## config.mk

```make
export PLATFORM = sky130hd
export DESIGN_NAME = ahb_slave_port_arbiter
export DESIGN_NICKNAME = d
export VERILOG_FILES = /design/src/rtl/ahb_slave_port_arbiter.sv
export SDC_FILE = /design/constraint.sdc
export NUM_CORES = 1
export LEC_CHECK = 0
export CORE_UTILIZATION = 30
export CTS_CLUSTER_DIAMETER = 100
export CTS_CLUSTER_SIZE = 16
export DETAILED_ROUTE_END_ITERATION = 16
export PLACE_DENSITY_LB_ADDON = 0.05
export SLEW_MARGIN = 20
export SYNTH_ARGS = -nofsm -noshare
export SYNTH_HDL_FRONTEND = slang
export SYNTH_SLANG_ARGS = --single-unit
export TNS_END_PERCENT = 100
```

## constraint.sdc

```tcl
create_clock -name HCLK -period 2.8 [get_ports HCLK]
set_input_delay 0.56 -clock HCLK [delete_from_list [all_inputs] [get_ports HCLK]]
set_output_delay 0.56 -clock HCLK [all_outputs]
set_load 0.03 [all_outputs]
```

## src/rtl/ahb_slave_port_arbiter.sv

```systemverilog
// Three-master arbiter for one shared AHB output port. It keeps bursts and locked sequences intact.
// Default build is round-robin with a hold limit; define ARB_FIXED_PRIORITY_EN for lowest-index-wins priority.
module ahb_slave_port_arbiter #(
   parameter int HOLD_LIMIT = 4
) (
   input  logic       HCLK,
   input  logic       HRESET,
   input  logic [2:0] REQ,
   input  logic [2:0] SEQ,
   input  logic [2:0] LOCK,
   input  logic       HREADYM,
   output logic [1:0] ADDR_SEL,
   output logic       ADDR_VALID,
   output logic [2:0] HGRANT,
   output logic [1:0] DATA_SEL,
   output logic       DATA_VALID,
   output logic       ARB_LOCKED
);

   typedef enum logic [1:0] {NONE, OWN, LOCKED} state_t;

   state_t     r_state, w_nstate;
   logic [1:0] r_owner, w_nowner, w_winner;
   logic [1:0] r_dsel;
   logic       r_dvalid;
   logic       w_eval_own;

   function automatic logic [1:0] mod3_add(input logic [1:0] v, input logic [1:0] k);
      logic [2:0] s;
      s = {1'b0, v} + {1'b0, k};
      return (s >= 3'd3) ? 2'(s - 3'd3) : s[1:0];
   endfunction

`ifdef ARB_FIXED_PRIORITY_EN
   always_comb begin
      w_winner = 2'd2;
      if (REQ[0])      w_winner = 2'd0;
      else if (REQ[1]) w_winner = 2'd1;
   end
`else
   logic [3:0] r_hold;
   logic [4:0] w_cnt;
   logic [1:0] w_o1, w_o2;
   logic       w_inc;

   // w_cnt includes the beat being accepted on this edge, so HOLD_LIMIT counts grants.
   assign w_inc = ADDR_VALID & REQ[r_owner] & ~SEQ[r_owner];
   assign w_cnt = {1'b0, r_hold} + {4'b0, w_inc};
   assign w_o1  = mod3_add(r_owner, 2'd1);
   assign w_o2  = mod3_add(r_owner, 2'd2);

   always_comb begin
      w_winner = r_owner;
      if (REQ[r_owner] && (w_cnt < 5'(HOLD_LIMIT))) w_winner = r_owner;
      else if (REQ[w_o1])                           w_winner = w_o1;
      else if (REQ[w_o2])                           w_winner = w_o2;
   end

   always_ff @(posedge HCLK) begin
      if (HRESET)
         r_hold <= 4'd0;
      else if (HREADYM) begin
         if ((w_nowner != r_owner) || (w_nstate == NONE)) r_hold <= 4'd0;
         else if (w_inc && (r_hold != 4'hf))             r_hold <= r_hold + 4'd1;
      end
   end
`endif

   always_comb begin
      w_nstate   = r_state;
      w_nowner   = r_owner;
      w_eval_own = 1'b0;
      case (r_state)
         NONE: begin
            if (|REQ) begin
               w_nowner = w_winner;
               w_nstate = LOCK[w_winner] ? LOCKED : OWN;
            end
         end
         LOCKED:  w_eval_own = ~LOCK[r_owner];
         default: w_eval_own = 1'b1;
      endcase
      // A released lock is re-arbitrated on the same edge, exactly like OWN.
      if (w_eval_own) begin
         if (REQ[r_owner] & (SEQ[r_owner] | LOCK[r_owner]))
            w_nstate = LOCK[r_owner] ? LOCKED : OWN;
         else if (~|REQ)
            w_nstate = NONE;
         else begin
            w_nowner = w_winner;
            w_nstate = LOCK[w_winner] ? LOCKED : OWN;
         end
      end
   end

   always_ff @(posedge HCLK) begin
      if (HRESET) begin
         r_state  <= NONE;
         r_owner  <= 2'd0;
         r_dsel   <= 2'd0;
         r_dvalid <= 1'b0;
      end else if (HREADYM) begin
         r_state  <= w_nstate;
         r_owner  <= w_nowner;
         r_dsel   <= r_owner;
         r_dvalid <= ADDR_VALID & REQ[r_owner];
      end
   end

   assign ADDR_SEL   = r_owner;
   assign ADDR_VALID = (r_state != NONE);
   assign HGRANT     = ADDR_VALID ? (3'b001 << r_owner) : 3'b000;
   assign DATA_SEL   = r_dsel;
   assign DATA_VALID = r_dvalid;
   assign ARB_LOCKED = (r_state == LOCKED);

endmodule

```

==> flow_metrics.env <==
export IMPL_fmax_mhz=383
export IMPL_die_area_um2=3710
export IMPL_status="complete, no violations"
export IMPL_clk_transition_reported_paths_ns=0.09
export IMPL_pin_count_of_the_biggest_net_entering_global_routing=15
export IMPL_core_rowCount=21
export IMPL_routed_length_per_placed_instance_um=14.4
export IMPL_cts_hold_fix_buffers=0
export IMPL_cts_tree="built"
export IMPL_cts_sinks=11
export IMPL_hold_path_endpoint="DATA_SEL[1]"
export IMPL_post_synth_top_count_cell="nor2_1"
export IMPL_worst_hold_path_class="reg2reg"
export IMPL_maxCapViolations=0
export IMPL_place_worst_setup_slack_ns=0.0308
export IMPL_intPower_uw=340
export IMPL_detail_route_first_pass_iterations=4
export IMPL_grt_remaining_overflow=0
export IMPL_power_frac_seq_pct=31.2
export IMPL_critical_path_slowest_cell="ha_1"
export IMPL_cts_post_setup_buffers_inserted=0
export IMPL_worstPathMaxFanout=9
export IMPL_startpoint_type="register"
export IMPL_rsz_0062_raised_after_global_routing="false"
export IMPL_synth_edff_count=0
export IMPL_stdcell_count=196
export IMPL_final_max_slew_viol_count=0
export IMPL_finish_net_count=167
export IMPL_switchingPower_uw=217
export IMPL_die_width_um=60.9
export IMPL_power_leakage_nw=0.507
export IMPL_fin_total_pwr_uw=557
export IMPL_cell_depth_of_the_worst_flop_to_flop_path=9
export IMPL_timing_hold_ws_ns=0.499
export IMPL_clock_network_fraction_of_design_power_pct=20.8
export IMPL_synth_avg_cell_area_um2=8.59
export IMPL_place_congestion=0.771
export IMPL_timing_final_ws_setup_ns=0.190
export IMPL_groute_usage_overall_pct=17.4
export IMPL_floorplan_die_height_um=60.9
export IMPL_timing_critical_path_slowest_cell_delay_ns=0.46
export IMPL_required_ns=2.98
export IMPL_critical_path_top_delay_family="compound AO/OA/AOI/OAI gates"
export IMPL_hold_depth=2
export IMPL_yosysWarningCount=0
export IMPL_timing_clock_skew_ns=0.0110
export IMPL_synth_largest_area_cell="dfxtp_1"
export IMPL_post_place_cells=192
export IMPL_placement_io_buffers=21
export IMPL_arrival_ns=2.79
export IMPL_rr_startpoint="ADDR_SEL[0]"
export IMPL_start_util_pct=31.2
export IMPL_route_detailed_vias_per_inst=5.22
export IMPL_ctsResizeCount=0
export IMPL_fp_coreArea_um2=3340
export IMPL_final_core_utilization_pct=41.1
export IMPL_worst_skew_pair_late_latency_ns=0.28
export IMPL_via_count=1023
export IMPL_num_antenna_cells=0
export IMPL_cts_root_buf="clkbuf_4"
export IMPL_period_needed_ns=2.61
export IMPL_cts_htree_levels=1
export IMPL_synth_cells_most_frequent="13 x nor2_1, 11 x dfxtp_1, 7 x mux2i_1"
export IMPL_worst_slew_margin_rel_pct=64.9
export IMPL_holdCritStartpoint="DATA_SEL[1]"
export IMPL_synth_top_cells_by_area="dfxtp_1 21%, mux2i_1 6.7%, ha_1 4.8%, nor2_1 4.7%, o21ai_0 2.9%"
export IMPL_drt_first_iter_violations=65
export IMPL_grt_pass1_wl_um=4710
export IMPL_critical_path_cell_chain="inv_1 -> ha_1 -> mux2_1 -> o22ai_1 -> a32o_1 -> mux2_4 -> mux2i_4 -> o221ai_2 -> a2111oi_2"
export IMPL_worstSetupEndpointType="register"
export IMPL_cp_num_buf_inv=1
export IMPL_combinational_power_share_pct=48.0
export IMPL_finalSetupViolations=0
export IMPL_ir_worst_vdd_uv=198
export IMPL_routed_wl_um=2830
export IMPL_antenna_found_initial=0
export IMPL_timing_setup_tns_ns=0
export IMPL_ioPinCount=22
export IMPL_ratio_of_final_minimum_period_to_clock_period_pct=93.2
export IMPL_switching_share_pct=39.0
export IMPL_grt_pass1_vias=994
export IMPL_synth_main_ff_cell="dfxtp_1"
export IMPL_syn_inst=121
export IMPL_yosys_area_top_type_share_pct=21.2
export IMPL_syn2layout_area_growth_pct=31.9
export IMPL_worst_r2r_setup_slack_ns=0.19
export IMPL_postSynth_asyncResetShare_pct=0
export IMPL_antenna_violating_nets_post_route=0
export IMPL_detailed_place_hpwl_um=2100
export IMPL_critical_path_class="reg2reg"
export IMPL_hold_viol_final=0
export IMPL_max_slew_worst_pin_slew_ns=0.525
export IMPL_placedInstanceArea_um2=1340
export IMPL_drc_errors=0
export IMPL_postSynthRegisterBits=11
export IMPL_number_of_distinct_library_cell_variants_in_the_gate_level_netlist_after_synthesis=55
export IMPL_power_density_cell_area_nw_per_um2=406
export IMPL_synth_yosys_seq_area_share_pct=21.2
export IMPL_synth_area_um2=1040
export IMPL_clock_tree_buffer_depth=2
export IMPL_post_route_cells_drive_above_1_share_pct=19.3
export IMPL_numCtsBuffers=3
export IMPL_synth_fp_nets=137
export IMPL_postLayoutCellArea_um2=1370
export IMPL_regToRegEndpoint="r_state[0]"
[power by group through the flow]
stage                     sequential, mW  clock [mW]  combinational (mW)
after global placement             0.178           0               0.266
after floorplan                    0.184           0               0.174
after CTS                          0.174       0.120               0.269
after global routing               0.175       0.130               0.291
after detailed placement           0.178           0               0.268
final                              0.174       0.116               0.268
[cell usage in the layout (no fill, tap or decap), drive strengths merged, types with 2 or more instances in the layout]
master	instances
clkbuf	3
xnor2	3
nand3b	3
inv	6
nand3	4
a211oi	4
mux2i	8
nand2b	3
xor2	2
buf	11
o21ai	7
a21o	2
nor3	2
nor4	4
nand2	5
mux2	3
ha	4
a21oi	5
nor2b	2
nor2	13
clkdlybuf4s50	21
dfxtp	11
[worst max path at each step]
stage                            from    endpoint  slack, ns  cells after the start
after CTS                 ADDR_SEL[0]  r_state[0]       0.17                      9
after floorplan           ADDR_SEL[1]  r_state[0]       0.09                     11
after detailed placement       REQ[0]  r_state[0]       0.03                      8
after global placement         REQ[0]  r_state[0]       0.08                      8
final                     ADDR_SEL[0]  r_state[0]       0.19                      9
after global routing      ADDR_SEL[0]  r_state[0]      0.001                      9
[worst min-delay path, stage by stage, from the launching register on]
cell and delay, ns:
dfxtp_1 0.33, mux2i_1 0.06, nor2_1 0.07
[cell families after synthesis]
kind of cell               synth area share (%)
adders and majority gates                  4.81
muxes                                      12.5
buffers and inverters                      6.74
DFF                                        21.2
xor gates and xnor gates                   4.21
and+or+nand+nor                            24.8
AOI/OAI and AO/OA                          25.8
[sequential cells by signal, summed over array words and instances (netlist names)]
| register | cells |
|---|---|
| ADDR_SEL | 2 |
| DATA_SEL | 2 |
| DATA_VALID | 1 |
| r_hold | 4 |
| r_state | 2 |
[layer usage]
layer | part of all wire, % | vias to the layer above | GRT usage, %
li1 | - | 509 | -
met1 | 49 | 485 | 22.5
met2 | 47 | 23 | 29.4
met3 | 2.7 | 6 | 2.56
met4 | 1.6 | 0 | 6.49
met5 | 0 | - | 0
[cell type report]
type | instances | area [um^2]
clock buffers | 3 | 22.5
well taps | 46 | 57.6
inverters | 6 | 22.5
flip-flops and latches | 11 | 221
repair buffers | 32 | 293
fillers | 364 | 1970
multi-input cells | 97 | 749
clock inverters | 1 | 5.00
(Power assumes the default switching activity.)
